`config.mk`:
```
export PLATFORM = sky130hd
export DESIGN_NAME = instr_encoder_flat
export DESIGN_NICKNAME = d
export VERILOG_FILES = /design/src/rtl/instr_encoder_if.sv /design/src/rtl/instr_encoder.sv /design/src/flat_wrapper.sv
export SDC_FILE = /design/constraint.sdc
export NUM_CORES = 1
export LEC_CHECK = 0
export CORE_MARGIN = 2
export CORE_UTILIZATION = 34
export DETAILED_ROUTE_END_ITERATION = 6
export DONT_BUFFER_PORTS = 1
export GPL_TIMING_DRIVEN = 0
export MAX_ROUTING_LAYER = met4
export PLACE_DENSITY = 0.5
export SLEW_MARGIN = 20
export SYNTH_ARGS = -nofsm -noshare
export SYNTH_HDL_FRONTEND = slang
export SYNTH_SLANG_ARGS = --single-unit
```
`constraint.sdc`:
```
create_clock -name clk -period 7.5 [get_ports clk]
set_clock_uncertainty 0.1 [all_clocks]
set_input_delay 1.125 -clock clk [delete_from_list [all_inputs] [get_ports clk]]
set_output_delay 1.125 -clock clk [all_outputs]
set_load 0.02 [all_outputs]
```
`src/rtl/instr_encoder_if.sv`:
```
// Request handshake and instruction-memory write bus for instr_encoder.
// master = instruction producer / memory side, slave = the encoder.
interface instr_encoder_if #(
  parameter int ADDR_W = 10
);
  logic              in_valid;
  logic              in_ready;
  logic [3:0]        in_op;
  logic [4:0]        in_rs;
  logic [4:0]        in_rt;
  logic [4:0]        in_rd;
  logic [31:0]       in_imm;
  logic              mem_we;
  logic [ADDR_W-1:0] mem_addr;
  logic [31:0]       mem_wdata;

  modport master (
    output in_valid, in_op, in_rs, in_rt, in_rd, in_imm,
    input  in_ready, mem_we, mem_addr, mem_wdata
  );

  modport slave (
    input  in_valid, in_op, in_rs, in_rt, in_rd, in_imm,
    output in_ready, mem_we, mem_addr, mem_wdata
  );
endinterface

```
`src/rtl/instr_encoder.sv`:
```
// Sequential MIPS instruction encoder writing machine words to instruction memory.
// Define ENC_RANGE_CHECK_EN to enable immediate-range and jump/branch target checks.
module instr_encoder #(
  parameter int          ADDR_W    = 10,
  parameter logic [31:0] BASE_ADDR = 32'h0000_0000
) (
  input  logic              clk,
  input  logic              reset,
  instr_encoder_if.slave    bus,
  input  logic              restart,
  output logic [ADDR_W:0]   count,
  output logic              full,
  output logic              err,
  output logic [1:0]        err_code
);

`ifdef ENC_RANGE_CHECK_EN
  localparam bit CHK_EN = 1'b1;
`else
  localparam bit CHK_EN = 1'b0;
`endif

  localparam logic [ADDR_W:0] CAP = (ADDR_W+1)'(1) << ADDR_W;

  typedef enum logic [3:0] {
    OP_LW   = 4'd0,
    OP_SW   = 4'd1,
    OP_J    = 4'd2,
    OP_JR   = 4'd3,
    OP_JAL  = 4'd4,
    OP_BNE  = 4'd5,
    OP_XORI = 4'd6,
    OP_ADD  = 4'd7,
    OP_SUB  = 4'd8,
    OP_SLT  = 4'd9,
    OP_ADDI = 4'd10
  } op_e;

  typedef enum logic [1:0] {
    S_IDLE,
    S_ENC,
    S_WRITE,
    S_ERR
  } state_e;

  localparam logic [1:0] ERR_OP  = 2'b01;
  localparam logic [1:0] ERR_IMM = 2'b10;
  localparam logic [1:0] ERR_TGT = 2'b11;

  function automatic logic fits_s16(input logic signed [31:0] v);
    return (v[31:15] == '0) || (v[31:15] == '1);
  endfunction

  function automatic logic fits_u16(input logic [31:0] v);
    return v[31:16] == '0;
  endfunction

  state_e state;
  logic   accept;

  // Stage p0: request captured at accept
  logic [3:0]  op_p0;
  logic [4:0]  rs_p0, rt_p0, rd_p0;
  logic [31:0] imm_p0;

  assign full         = (count == CAP);
  assign bus.in_ready = (state == S_IDLE) && !full && !restart && !reset;
  assign accept       = bus.in_valid && bus.in_ready;

  always_ff @(posedge clk) begin
    if (accept) begin
      op_p0  <= bus.in_op;
      rs_p0  <= bus.in_rs;
      rt_p0  <= bus.in_rt;
      rd_p0  <= bus.in_rd;
      imm_p0 <= bus.in_imm;
    end
  end

  // Stage p1: encode and check during ENC
  logic [31:0]        pc_p1, pc4_p1;
  logic signed [31:0] br_diff_p1, br_off_p1;
  logic               simm_bad_p1, uimm_bad_p1, mis_p1, region_bad_p1, off_bad_p1;
  logic [31:0]        word_p1;
  logic               fault_p1;
  logic [1:0]         code_p1;

  assign pc_p1      = BASE_ADDR + (32'(count) << 2);
  assign pc4_p1     = pc_p1 + 32'd4;
  assign br_diff_p1 = $signed(imm_p0 - pc4_p1);
  assign br_off_p1  = br_diff_p1 >>> 2;

  assign simm_bad_p1   = !fits_s16(imm_p0);
  assign uimm_bad_p1   = !fits_u16(imm_p0);
  assign mis_p1        = (imm_p0[1:0] != 2'b00);
  assign region_bad_p1 = (imm_p0[31:28] != pc4_p1[31:28]);
  assign off_bad_p1    = !fits_s16(br_off_p1);

  always_comb begin
    word_p1  = '0;
    fault_p1 = 1'b0;
    code_p1  = 2'b00;
    case (op_p0)
      OP_ADD:  word_p1 = {6'h00, rs_p0, rt_p0, rd_p0, 5'h00, 6'h20};
      OP_SUB:  word_p1 = {6'h00, rs_p0, rt_p0, rd_p0, 5'h00, 6'h22};
      OP_SLT:  word_p1 = {6'h00, rs_p0, rt_p0, rd_p0, 5'h00, 6'h2A};
      OP_JR:   word_p1 = {6'h00, rs_p0, 15'h0000, 6'h08};
      OP_LW, OP_SW, OP_ADDI: begin
        case (op_p0)
          OP_LW:   word_p1 = {6'h23, rs_p0, rt_p0, imm_p0[15:0]};
          OP_SW:   word_p1 = {6'h2B, rs_p0, rt_p0, imm_p0[15:0]};
          default: word_p1 = {6'h08, rs_p0, rt_p0, imm_p0[15:0]};
        endcase
        if (CHK_EN && simm_bad_p1) begin
          fault_p1 = 1'b1;
          code_p1  = ERR_IMM;
        end
      end
      OP_XORI: begin
        word_p1 = {6'h0E, rs_p0, rt_p0, imm_p0[15:0]};
        if (CHK_EN && uimm_bad_p1) begin
          fault_p1 = 1'b1;
          code_p1  = ERR_IMM;
        end
      end
      OP_J, OP_JAL: begin
        word_p1 = {(op_p0 == OP_J) ? 6'h02 : 6'h03, imm_p0[27:2]};
        if (CHK_EN && (mis_p1 || region_bad_p1)) begin
          fault_p1 = 1'b1;
          code_p1  = ERR_TGT;
        end
      end
      OP_BNE: begin
        // Low target bits fall out of the arithmetic shift when misaligned.
        word_p1 = {6'h05, rs_p0, rt_p0, br_off_p1[15:0]};
        if (CHK_EN && (mis_p1 || off_bad_p1)) begin
          fault_p1 = 1'b1;
          code_p1  = ERR_TGT;
        end
      end
      default: begin
        fault_p1 = 1'b1;
        code_p1  = ERR_OP;
      end
    endcase
  end

  // Stage p2: memory write strobe, count and error registers
  always_ff @(posedge clk) begin
    if (reset) begin
      state         <= S_IDLE;
      bus.mem_we    <= 1'b0;
      bus.mem_addr  <= '0;
      bus.mem_wdata <= '0;
      count         <= '0;
      err           <= 1'b0;
      err_code      <= 2'b00;
    end else begin
      bus.mem_we <= 1'b0;
      if (restart) begin
        // A write already on the bus completes; only bookkeeping is cleared.
        state    <= S_IDLE;
        count    <= '0;
        err      <= 1'b0;
        err_code <= 2'b00;
      end else begin
        case (state)
          S_IDLE: begin
            if (accept) state <= S_ENC;
          end
          S_ENC: begin
            if (fault_p1) begin
              err      <= 1'b1;
              err_code <= code_p1;
              state    <= S_ERR;
            end else begin
              bus.mem_we    <= 1'b1;
              bus.mem_addr  <= count[ADDR_W-1:0];
              bus.mem_wdata <= word_p1;
              state         <= S_WRITE;
            end
          end
          S_WRITE: begin
            count <= count + (ADDR_W+1)'(1);
            state <= S_IDLE;
          end
          default: state <= S_ERR;
        endcase
      end
    end
  end

endmodule

```
`src/flat_wrapper.sv`:
```
// flat-port wrapper written by rule: the top's interface ports become plain ports
module instr_encoder_flat 
#(
  parameter int          ADDR_W    = 10,
  parameter logic [31:0] BASE_ADDR = 32'h0000_0000
)
  (clk, reset, restart, count, full, err, err_code, bus_in_valid, bus_in_op, bus_in_rs, bus_in_rt, bus_in_rd, bus_in_imm, bus_in_ready, bus_mem_we, bus_mem_addr, bus_mem_wdata);
  instr_encoder_if #(.ADDR_W(ADDR_W)) bus_i ();
  input  logic clk;
  input  logic reset;
  input  logic restart;
  output logic [ADDR_W:0] count;
  output logic full;
  output logic err;
  output logic [1:0] err_code;
  input wire logic [$bits(bus_i.in_valid)-1:0] bus_in_valid;
  input wire logic [$bits(bus_i.in_op)-1:0] bus_in_op;
  input wire logic [$bits(bus_i.in_rs)-1:0] bus_in_rs;
  input wire logic [$bits(bus_i.in_rt)-1:0] bus_in_rt;
  input wire logic [$bits(bus_i.in_rd)-1:0] bus_in_rd;
  input wire logic [$bits(bus_i.in_imm)-1:0] bus_in_imm;
  output wire logic [$bits(bus_i.in_ready)-1:0] bus_in_ready;
  output wire logic [$bits(bus_i.mem_we)-1:0] bus_mem_we;
  output wire logic [$bits(bus_i.mem_addr)-1:0] bus_mem_addr;
  output wire logic [$bits(bus_i.mem_wdata)-1:0] bus_mem_wdata;
  assign bus_i.in_valid = bus_in_valid;
  assign bus_i.in_op = bus_in_op;
  assign bus_i.in_rs = bus_in_rs;
  assign bus_i.in_rt = bus_in_rt;
  assign bus_i.in_rd = bus_in_rd;
  assign bus_i.in_imm = bus_in_imm;
  assign bus_in_ready = bus_i.in_ready;
  assign bus_mem_we = bus_i.mem_we;
  assign bus_mem_addr = bus_i.mem_addr;
  assign bus_mem_wdata = bus_i.mem_wdata;
  instr_encoder #(.ADDR_W(ADDR_W), .BASE_ADDR(BASE_ADDR)) u_core (.clk(clk), .reset(reset), .bus(bus_i), .restart(restart), .count(count), .full(full), .err(err), .err_code(err_code));
endmodule
```
==> results of run 1 <==
-- how the worst min path moves through the flow --
stage / end / slack [ns]
2_1_floorplan: u_core.state[1] / 0.38
4_1_cts: u_core.state[1] / 0.44
5_1_grt: u_core.bus.mem_addr[7] / 0.49
3_3_place_gp: u_core.state[1] / 0.40
3_5_place_dp: u_core.state[1] / 0.43
6_report: u_core.state[1] / 0.45
-- cell families after synthesis --
group                    count (synthesis)  synth area share
AND/OR/NAND/NOR                        174             0.162
AO/OA/AOI/OAI                          169             0.218
flip-flops                             103             0.467
buffers and inverters                   75            0.0591
adder cells (fa/ha/maj)                 25            0.0577
XOR/XNOR                                16            0.0258
multiplexers                             5           0.00923
other                                    1          0.000692
-- power by group --
group	switching, uW	internal (uW)
registers	17.2	601
clock network	216	236
logic	50.4	27.9
-- placed cells by master, fill, tap and decap left out, drive strengths merged, types with 8 or more instances in the layout --
| master | synthesis | final |
|---|---|---|
| a211oi | 10 | 10 |
| a21oi | 48 | 48 |
| a221oi | 18 | 18 |
| a22o | 9 | 9 |
| and3 | 9 | 9 |
| buf | 19 | 24 |
| clkbuf | 13 | 23 |
| dfxtp | 56 | 56 |
| edfxtp | 47 | 47 |
| ha | 25 | 25 |
| inv | 43 | 44 |
| nand2 | 52 | 52 |
| nand2b | 11 | 11 |
| nor2 | 52 | 52 |
| nor3 | 13 | 13 |
| o211ai | 10 | 10 |
| o21ai | 30 | 30 |
| xnor2 | 8 | 8 |
| xor2 | 8 | 8 |
-- through the flow --
stage	util	area (um2)	hold WS (ns)	total power, uW
finish	0.384	6030	0.449	1150
global route	0.384	6030	0.488	1190
CTS	0.384	6030	0.442	1160
detailed placement	0.366	5740	0.428	709
global placement	0.363	5700	0.404	707
floorplan	-	5430	0.383	684
-- registers in the layout, indices dropped and copies added, names as in the netlist --
register              count
u_core.rd_p0              5
u_core.state              2
u_core.op_p0              4
u_core.rs_p0              5
u_core.bus.mem_addr      10
u_core.rt_p0              5
u_core.err                1
u_core.count             11
u_core.imm_p0            28
u_core.bus.mem_we         1
u_core.bus.mem_wdata     31
-- layer usage --
| layer | vias up | routed length (um) | track usage |
|---|---|---|---|
| met1 | 2086 | 6850 | 0.239 |
| met2 | 145 | 7440 | 0.322 |
| li1 | 2132 | - | - |
| met5 | - | 0 | - |
| met4 | 0 | 361 | 0.0715 |
| met3 | 23 | 911 | 0.0435 |
-- layout make-up --
type,instances,area (um2)
fillers,1596,9690
plain buffers,32,159
inverters,43,161
flip-flops and latches,103,2530
clock buffers,10,239
repair buffers,5,41.3
well taps,216,270
clock inverters,6,45.0
multi-input cells,391,2580
-- synth_stat cells (all sizes together) (4+ instances only) --
library cell  number  area share
nand2             52       0.036
nor3              13       0.015
nand4              4      0.0046
or3                5      0.0058
a21oi             48       0.045
o211ai            10       0.014
a221oi            18       0.031
nand2b            11       0.013
edfxtp            47        0.26
mux2i              5      0.0092
a22o               9       0.015
dfxtp             56        0.21
o311a              5      0.0092
ha                25       0.058
nor2              52       0.036
a22oi              4      0.0055
buf               19       0.020
xnor2              8       0.013
a211oi            10       0.015
nand3              7      0.0065
clkbuf            13      0.0090
xor2               8       0.013
nor4               4      0.0085
a21o               4      0.0055
and3               9       0.010
o21ai             30       0.028
inv               43       0.030
a222oi             7       0.013
-- worst max-delay path: cells and delay by family (launching register included) --
kind,cells,cell delay (ns)
fa+ha+maj,1,0.22
simple gates,2,1.06
flops,1,0.64
buf+inv,1,0.10
==> results by group, run 1 <==
Die
  • Num rows: 46
  • Die width: 130 um
  • Die Height: 130 um
  • Starting Density: 0.345
  • Die area: roughly 17,000 um2
  • # IOs: 114
  • Core area: 15,700 um2

Synth
  • Synth Flop Type: dfxtp_1
  • Post-synth cell types: 67
  • Synthesized area per cell: 9.55 um2
  • EDFF count, synth: 47
  • Synthesized cell area: 5420 um2
  • Yosys warning total: 0
  • Cell count after synthesis: roughly 570
  • Post-synthesis sequential element count: between 100 and 150
  • Fraction of the yosys area taken by sequential cells: 0.467
  • Async S/R FF share, synth: 0

Global route
  • First-pass GRT wire length: between 20,000 and 25,000 um
  • Vias in the first global route: 4,397
  • Grt total ovfl: 0
  • Maximum number of pins on one net before global-route repair: 18
  • GRT Overall Usage: 0.197
  • Initial antenna violation count: 0

Critical path
  • R2r setup slk: around 4.6 ns
  • Setup Crit Path Kind: flip-flop to output port
  • Critical Path End Type: output port
  • Worst Setup EP: bus_in_ready
  • WP data required: 6.27 ns
  • Reg-to-Reg End: u_core.imm_p0[26]
  • Max incr delay on CP: 0.78 ns
  • Crit path launch: u_core.count[0]
  • Path depth of the worst reg2reg path: 9
  • Critical Path AT: 2.37 ns
  • CP max-delay cell: nor4_1
  • Worst setup SP type: flip-flop
  • Critical path cell sequence: inv_1 -> ha_1 -> and4b_1 -> nor4_1
  • CP Max Fanout: 7
  • Reg2reg start: u_core.count[0]

Placement
  • Buffers on Ports: 0
  • Worst slack, placed: 3.95 ns
  • Placed insts: 790
  • Dpl hpwl: 11,800 um
  • RePlAce Congestion: between 0.9 and 1

Clocking
  • Clock Latency Late Sink: about 0.36 ns
  • Clock Sinks: 103
  • Number of H-tree levels: 3
  • Total CTS buffers: 9
  • Register clock-pin slew on the reported worst setup and hold paths: around 0.07 ns
  • Maximum clock insertion buffer count: 2
  • Hold bufs inserted after CTS: 0
  • CTS tree: done
  • Post_cts resized: 0
  • CTS root buffer: clkbuf_16
  • Post-CTS Setup Bufs: 0

Detailed routing
  • DRC Markers: 0
  • Vias per Instance: 5.44
  • Drt pass-1 iters: 5
  • 1st-iter DRT viols: 298
  • WL final: 15,600 um
  • DRT antenna net count: 0
  • Via count: 4,386
  • Wire per inst: 19.3 um

Timing
  • Final hold vios: 0
  • Final setup TNS: 0 ns
  • Pins Over Slew Limit: 0
  • RSZ-0062 raised after global routing: no
  • Worst rel slew slack: 0.393
  • Period utilization: 0.480
  • Worst setup margin: 3.90 ns
  • Final setup viols: 0
  • Tightest Pin Transition: between 0.9 and 1 ns
  • Fmax: between 0.2 and 0.3 GHz
  • Final min period: 3.60 ns

Job
  • Max-cap violations: 0

Cells and area
  • ANT cells: 0
  • Share of layout cells above drive strength 1: 0.0932
  • Layout Nets: 665
  • Area delta synth->final: 11.1%
  • Fin cells: 806

Min path
  • Hold Path Class: flip-flop to flip-flop
  • Worst Min Path Start: u_core.state[0]
  • Worst Hold Depth: 2

Power
  • Maximum VDD drop: 0.000180 V
  • Leakage: ~0.0022 uW
  • Pwr Density: around 190 nW/um2

Outcome
  • Status: finished, final reports clean
No activity file was read; power rests on OpenSTA's default activity.
==> run 2: changes to the inputs <==
--- a/config.mk
+++ b/config.mk
@@ -5,6 +5,7 @@
 export SDC_FILE = /design/constraint.sdc
 export NUM_CORES = 1
 export LEC_CHECK = 0
+export ABC_AREA = 1
 export CORE_MARGIN = 2
 export CORE_UTILIZATION = 34
 export DETAILED_ROUTE_END_ITERATION = 6
==> constraint.sdc (replaced) <==
create_clock -name clk -period 3.5 [get_ports clk]
set_clock_uncertainty 0.1 [all_clocks]
set_input_delay 0.525 -clock clk [delete_from_list [all_inputs] [get_ports clk]]
set_output_delay 0.525 -clock clk [all_outputs]
set_load 0.02 [all_outputs]
==> run 2 against run 1 <==
  * Critical path depth grew 6
  * Utilization shrank 0.11 points
  * Power grew 110%
  * Via count shrank 3.4%
  * Die area shrank 3.4%
  * Sequential power grew 110%
  * Global-route usage shrank 1.3 points
  * Sequential share of layout area grew 1.7 points
  * Register-to-register slack lost 3.9 ns
  * Combinational power grew 62%
  * Design area shrank 3.9%
  * Critical endpoint is now u_core.imm_p0[14]
  * Highest routed layer unchanged
==> results by group, run 2 <==
Die
  • Num rows: 45 (-2.2%)
  • Core area: 15,100 um2 (-3.6%)
  • Die width: 128 um (-1.7%)
  • Die area: 16,400 um2 (-3.4%)
  • # IOs: 114 (unchanged)
  • Die Height: 128 um (-1.7%)
  • Starting Density: 0.346 (+0.000441)

Global route
  • Initial antenna violation count: 1 (+1)
  • Vias in the first global route: 4,133 (-6.0%)
  • Maximum number of pins on one net before global-route repair: 38 (+20)
  • Grt total ovfl: 0 (unchanged)
  • Global-route met2 utilization: 0.292 (-0.0305)
  • GRT Overall Usage: 0.184 (-0.0134)
  • First-pass GRT wire length: 22,000 um (-9.7%)
  • GRT met1 Usage: 0.226 (-0.0131)
  • Global route hottest layer: met2
  • Met3 usage: 0.0380 (-0.00548)

Power
  • Leakage: 0.00249 uW (+14%)
  • Pwr Density: 423 nW/um2 (+120%)
  • Maximum VDD drop: 0.000327 V (+81%)

Detailed routing
  • Wire per inst: 16.3 um (-16%)
  • WL final: 14,000 um (-9.8%)
  • Drt pass-1 iters: 5 (unchanged)
  • Vias per Instance: 4.91 (-9.8%)
  • DRC Markers: 0 (unchanged)
  • DRT antenna net count: 0 (unchanged)
  • 1st-iter DRT viols: 271 (-9.1%)
  • Via count: 4,235 (-3.4%)

Timing
  • Pins Over Slew Limit: 0 (unchanged)
  • Tightest Pin Transition: 0.619 ns (-0.283 ns)
  • Worst rel slew slack: 0.587 (+0.195)
  • RSZ-0062 raised after global routing: no
  • Final setup viols: 0 (unchanged)
  • Final min period: 2.81 ns
  • Worst setup margin: 0.687 ns (-3.21 ns)
  • Fmax: 0.355 GHz
  • Final hold vios: 0 (unchanged)
  • Hold WS: 0.136 ns (-0.313 ns)
  • Period utilization: 0.804

Synth
  • Yosys warning total: 0 (unchanged)
  • Synth Area in Adders: 0.0598 (+0.00208)
  • Synthesized area per cell: 7.98 um2 (-16%)
  • EDFF count, synth: 47 (unchanged)
  • Synth top cells by count: nand2_1 (151), inv_1 (104), a21oi_1 (85), dfxtp_1 (56), edfxtp_1 (47)
  • Fraction of the yosys area taken by sequential cells: 0.484 (+0.0169)
  • Post-synth cell types: 37 (-45%)
  • Synth Flop Type: dfxtp_1
  • Simple-gate area share of the yosys netlist: 0.210 (+0.0477)
  • Fraction of synthesized area in multiplexers: 0 (-0.00923)
  • Synthesized cell area: 5230 um2 (-3.5%)
  • Cell count after synthesis: 656 (+15%)
  • Top cell type's share of synthesized area: 0.270 (+0.00940)
  • Synth Area in Compound Gates: 0.145 (-0.0729)
  • Largest cells by area after synthesis: edfxtp_1 (27%), dfxtp_1 (21%), nand2_1 (11%), a21oi_1 (8.1%), inv_1 (7.5%)
  • Async S/R FF share, synth: 0 (unchanged)
  • Post-synthesis sequential element count: 103 (unchanged)
  • Largest family of logic cells by synthesized area: simple AND/OR/NAND/NOR gates
  • Synth area leader: edfxtp_1
  • Count leader, synth: nand2_1
  • Post-Synth XOR/XNOR Area: 0.00167 (-0.0242)

Cells and area
  • Largest Register: u_core.bus.mem_wdata
  • Largest register FFs: 31 (unchanged)
  • Share of layout cells above drive strength 1: 0.0816 (-0.0116)
  • Area delta synth->final: 10.7%
  • Largest regs: u_core.bus.mem_wdata: 31 flops, u_core.imm_p0: 28 flops, u_core.count: 11 flops
  • Layout Nets: 749 (+13%)
  • Most common cell after layout, fill and taps aside: nand2_1
  • Commonest non-fill, non-tap cells in the layout: nand2_1 (151), inv_1 (103), a21oi_1 (85), dfxtp_1 (56), edfxtp_1 (47)
  • Post-layout util: 0.382 (-0.00109)
  • Fillers: 1,515 (-5.1%)

Placement
  • Buffers on Ports: 0 (unchanged)
  • Dpl hpwl: 11,100 um (-6.2%)
  • Worst slack, placed: 0.692 ns (-3.26 ns)
  • RePlAce Congestion: 0.866 (-7.4%)

Clocking
  • Number of H-tree levels: 3 (unchanged)
  • CTS root buffer: clkbuf_16
  • Post_cts resized: 0 (unchanged)
  • CTS tree: done
  • Clock Sinks: 103 (unchanged)
  • Clock Latency Late Sink: 0.36 ns (about the same)
  • Register clock-pin slew on the reported worst setup and hold paths: 0.07 ns (about the same)
  • Maximum clock insertion buffer count: 2 (unchanged)
  • Post-CTS Setup Bufs: 0 (unchanged)
  • Hold bufs inserted after CTS: 0 (unchanged)
  • Total CTS buffers: 9 (unchanged)

Critical path
  • Setup Crit Path Kind: flip-flop to flip-flop
  • Critical Path AT: 2.76 ns (+0.39 ns)
  • Worst setup SP type: flip-flop
  • Critical Path End Type: flip-flop
  • CP Max Fanout: 37 (+30)
  • WP data required: 3.45 ns (-2.82 ns)

Outcome
  • Status: finished, final reports clean

Job
  • Max-cap violations: 0 (unchanged)

Min path
  • Hold Path Class: input pin to flip-flop
## run 2: cell count changes after synthesis, moves of 16 or more
cell,delta
a21oi_1,+38
o21ai_0,+18
inv_1,+62
nand2_1,+99
nand3_1,+31
a221oi_1,-16
## run 2: final cells by class
| class | count | area [um2] | share of cell area |
|---|---|---|---|
| inverters | 108 | 405 | 0.0700 |
| diodes | 1 | 2.50 | 0.000432 |
| clock inverters | 7 | 72.6 | 0.0125 |
| plain buffers | 19 | 111 | 0.0192 |
| repair buffers | 1 | 20.0 | 0.00346 |
| multi-input cells | 427 | 2190 | 0.378 |
| well taps | 188 | 235 | 0.0406 |
| flip-flops and latches | 103 | 2530 | 0.437 |
| clock buffers | 9 | 225 | 0.0389 |
## run 2: report_power, final
part / switching, uW / internal (uW)
Combinational: 87.3 / 39.3
Sequential: 20.6 / 1280
Clock: 467 / 556
## run 2: worst max-delay path, cell delays in order (launching register included)
cell	delay (ns)
dfxtp_1	0.54
inv_1	0.17
ha_1	0.24
nand2_1	0.07
nor3_1	0.05
nand2_1	0.11
inv_1	0.13
nor2_1	0.37
nand2_1	0.17
inv_2	0.27
buf_12	0.26
## run 2: path summary, 6_finish.rpt
| path | start | endpoint | slack, ns | depth (start not counted) |
|---|---|---|---|---|
| max | u_core.count[0] | u_core.imm_p0[14] | 0.69 | 10 |
| min | reset | u_core.bus.mem_addr[9] | 0.14 | 1 |
| max reg2reg | u_core.count[0] | u_core.imm_p0[14] | 0.69 | 10 |
| min reg2reg | u_core.state[0] | u_core.state[1] | 0.41 | 2 |
## run 2: stage by stage
stage / instance area, um2 / TNS (ns) / cells / power, uW
after floorplan: 5240 / 0 / 657 / 1420
after global placement: 5470 / -8.17 / 845 / 1450
after detailed placement: 5490 / 0 / 846 / 1460
after CTS: 5790 / 0 / 862 / 2470
after global routing: 5790 / 0 / 863 / 2540
final: 5790 / 0 / 863 / 2450
## run 2: logic make-up after synthesis
| family | Yosys count |
|---|---|
| fa+ha+maj | 25 |
| compound gates | 138 |
| other cells | 1 |
| buf+inv | 127 |
| flops | 103 |
| simple gates | 261 |
| xor+xnor | 1 |
## run 2: layer usage
metal | wire (um) | vias up
li1 | - | 2155
met1 | 6210 | 1950
met2 | 6650 | 109
met3 | 761 | 21
met4 | 405 | 0
met5 | 0 | -
==> run 3: changes to the inputs <==
==> constraint.sdc (replaced) <==
create_clock -name clk -period 2.85 [get_ports clk]
set_clock_uncertainty 0.1 [all_clocks]
set_input_delay 0.4275 -clock clk [delete_from_list [all_inputs] [get_ports clk]]
set_output_delay 0.4275 -clock clk [all_outputs]
set_load 0.02 [all_outputs]
==> run 3 against run 2 <==
  * Sequential cell count unchanged
  * First-iteration DRC count down 21%
  * Design area up 0.28%
  * Largest cell class unchanged
  * Maximum frequency up 4.0%
  * Global-route usage up 0.18 points
  * Via count up 0.71%
  * Largest power group unchanged
==> results by group, run 3 (synthesis results as in run 2) <==
Outcome
  • Status: finished, final reports clean

Power
  • Clock power share: 0.429 (+0.012)
  • Leakage: 0.00249 uW (-0.30%)
  • Sequential Power Share: 0.520 (-0.011)
  • Total power: 3080 uW (+25%)
  • Int Pwr: 2390 uW (+27%)
  • Switching share of power: 0.223 (-0.0112)
  • Sw power: 687 uW (+19%)
  • Maximum VDD drop: 0.000504 V (+54%)
  • Pwr Density: 530 nW/um2 (+25%)
  • Comb pwr share: 0.051 (about the same)

Detailed routing
  • WL final: 14,600 um (+4.1%)
  • 1st-iter DRT viols: 215 (-21%)
  • Wire per inst: 16.9 um (+4.0%)
  • Drt pass-1 iters: 5 (unchanged)
  • Vias per Instance: 4.94 (+0.59%)
  • DRC Markers: 0 (unchanged)
  • Via count: 4,265 (+0.71%)
  • DRT antenna net count: 0 (unchanged)

Timing
  • Period utilization: 0.949 (+0.145)
  • Final hold vios: 0 (unchanged)
  • Pins Over Slew Limit: 0 (unchanged)
  • Fmax: 0.370 GHz (+4.0%)
  • RSZ-0062 raised after global routing: no
  • Final setup viols: 0 (unchanged)
  • Final min period: 2.70 ns (-0.109 ns)
  • Worst rel slew slack: 0.569 (-0.0183)
  • Tightest Pin Transition: 0.646 ns (+0.0266 ns)

Cells and area
  • Layout Nets: 749 (unchanged)
  • Commonest non-fill, non-tap cells in the layout: nand2_1 (150), inv_1 (103), a21oi_1 (85), dfxtp_1 (55), edfxtp_1 (47)
  • Most common cell after layout, fill and taps aside: nand2_1
  • Largest register FFs: 31 (unchanged)
  • Share of layout cells above drive strength 1: 0.0846 (+0.00297)
  • Largest Register: u_core.bus.mem_wdata
  • Largest regs: u_core.bus.mem_wdata: 31 flops, u_core.imm_p0: 28 flops, u_core.count: 11 flops
  • Area delta synth->final: 11.0%
  • Final instance area: 5810 um2 (+0.28%)

Clocking
  • Total CTS buffers: 9 (unchanged)
  • CTS root buffer: clkbuf_16
  • Hold bufs inserted after CTS: 0 (unchanged)
  • CTS tree: done
  • Maximum clock insertion buffer count: 2 (unchanged)
  • Clock Sinks: 103 (unchanged)
  • Number of H-tree levels: 3 (unchanged)
  • Clock Latency Late Sink: 0.35 ns (about the same)
  • Post-CTS Setup Bufs: 0 (unchanged)
  • Register clock-pin slew on the reported worst setup and hold paths: 0.07 ns (about the same)

Min path
  • Hold Path Class: input pin to flip-flop

Placement
  • Buffers on Ports: 0 (unchanged)
  • RePlAce Congestion: 0.867 (+0.10%)
  • Placed Area: 5480 um2 (-0.30%)
  • Dpl hpwl: 11,200 um (+1.0%)

Die
  • Die width: 128 um (unchanged)
  • Num rows: 45 (unchanged)
  • Die area: 16,400 um2 (unchanged)
  • # IOs: 114 (unchanged)
  • Starting Density: 0.346 (unchanged)
  • Die Height: 128 um (unchanged)
  • Core area: 15,100 um2 (unchanged)

Global route
  • Grt total ovfl: 0 (unchanged)
  • Vias in the first global route: 4,088 (-1.1%)
  • Maximum number of pins on one net before global-route repair: 25 (-34%)
  • First-pass GRT wire length: 22,200 um (+0.72%)
  • Initial antenna violation count: 2 (+1)
  • GRT Overall Usage: 0.185 (+0.00185)

Job
  • Max-cap violations: 0 (unchanged)

Critical path
  • Critical Path AT: 2.59 ns (-0.17 ns)
  • Max incr delay on CP: 0.57 ns (+0.03 ns)
  • R2r setup slk: 0.15 ns (-0.54 ns)
  • Critical Path End Type: flip-flop
  • WP data required: 2.74 ns (-0.71 ns)
  • CP Max Fanout: 23 (-38%)
  • Setup Crit Path Kind: flip-flop to flip-flop
  • Worst setup SP type: flip-flop
  • Critical path cell sequence: inv_1 -> ha_1 -> nand2_1 -> nor3_1 -> nand2_1 -> inv_1 -> nor2_2 -> nand2_2 -> clkinvlp_4
  • CP max-delay cell: dfxtp_1
## run 3: cell count changes in the layout (fill, tap and decap cells not counted), sizes merged
cell,before,now
inv,109,107
clkbuf,14,15
bufinv,1,2
clkinv,4,3
clkinvlp,1,3
diode,1,2
buf,15,14
## run 3: final cells by class
cell class | count | area (um2)
diodes | 2 | 5.00
plain buffers | 19 | 111
clock buffers | 10 | 229
clock inverters | 6 | 85.1
fillers | 1544 | 9340
inverters | 108 | 409
multi-input cells | 427 | 2190
flip-flops and latches | 103 | 2530
well taps | 188 | 235
repair inverters | 1 | 7.51
## run 3: critical path, delay by kind of cell (launching register included)
kind | cells | cell delay (ns)
flip-flops | 1 | 0.57
adder cells (fa/ha/maj) | 1 | 0.21
AND/OR/NAND/NOR | 5 | 0.72
buffers and inverters | 3 | 0.74
## run 3: metal layers
layer	share of wire	vias up	routed length, um	GRT usage
met5	0	-	0	-
met4	0.015	0	223	0.0543
met3	0.063	12	913	0.0484
met2	0.48	123	7010	0.307
met1	0.44	1975	6460	0.223
li1	-	2155	-	-
## run 3: path summary, 6_finish.rpt
path	from	to	cells past startpoint
worst max-delay path	u_core.count[1]	u_core.imm_p0[24]	9
worst min-delay path	reset	u_core.bus.mem_wdata[31]	1
worst max register to register	u_core.count[1]	u_core.imm_p0[24]	9
worst min register to register	u_core.state[0]	u_core.state[1]	2
## run 3: power groups by stage
| stage | sequential, uW | combinational (uW) | clock, uW |
|---|---|---|---|
| after floorplan | 1630 | 117 | 0 |
| after global placement | 1630 | 152 | 0 |
| after detailed placement | 1630 | 155 | 0 |
| after CTS | 1600 | 158 | 1340 |
| after global routing | 1600 | 179 | 1400 |
| final | 1600 | 158 | 1320 |
## run 3: what timing repair did
action / in CTS / in global routing
endpoints found under the setup margin: 47 / 47
resized for setup: 2 / 2
gates cloned: 1 / 0
## run 3: stage by stage
step	setup TNS, ns	hold WS (ns)	utilization	worst slack, ns	std cells
3_5_place_dp	-12.16	0.391	0.362	-0.261	845
3_3_place_gp	-11.16	0.377	0.362	-0.241	845
6_report	0	0.0407	0.384	0.146	864
4_1_cts	0	0.0309	0.383	0.0637	862
2_1_floorplan	0	0.367	-	0.253	657
5_1_grt	0	0.0264	0.384	0.0290	864
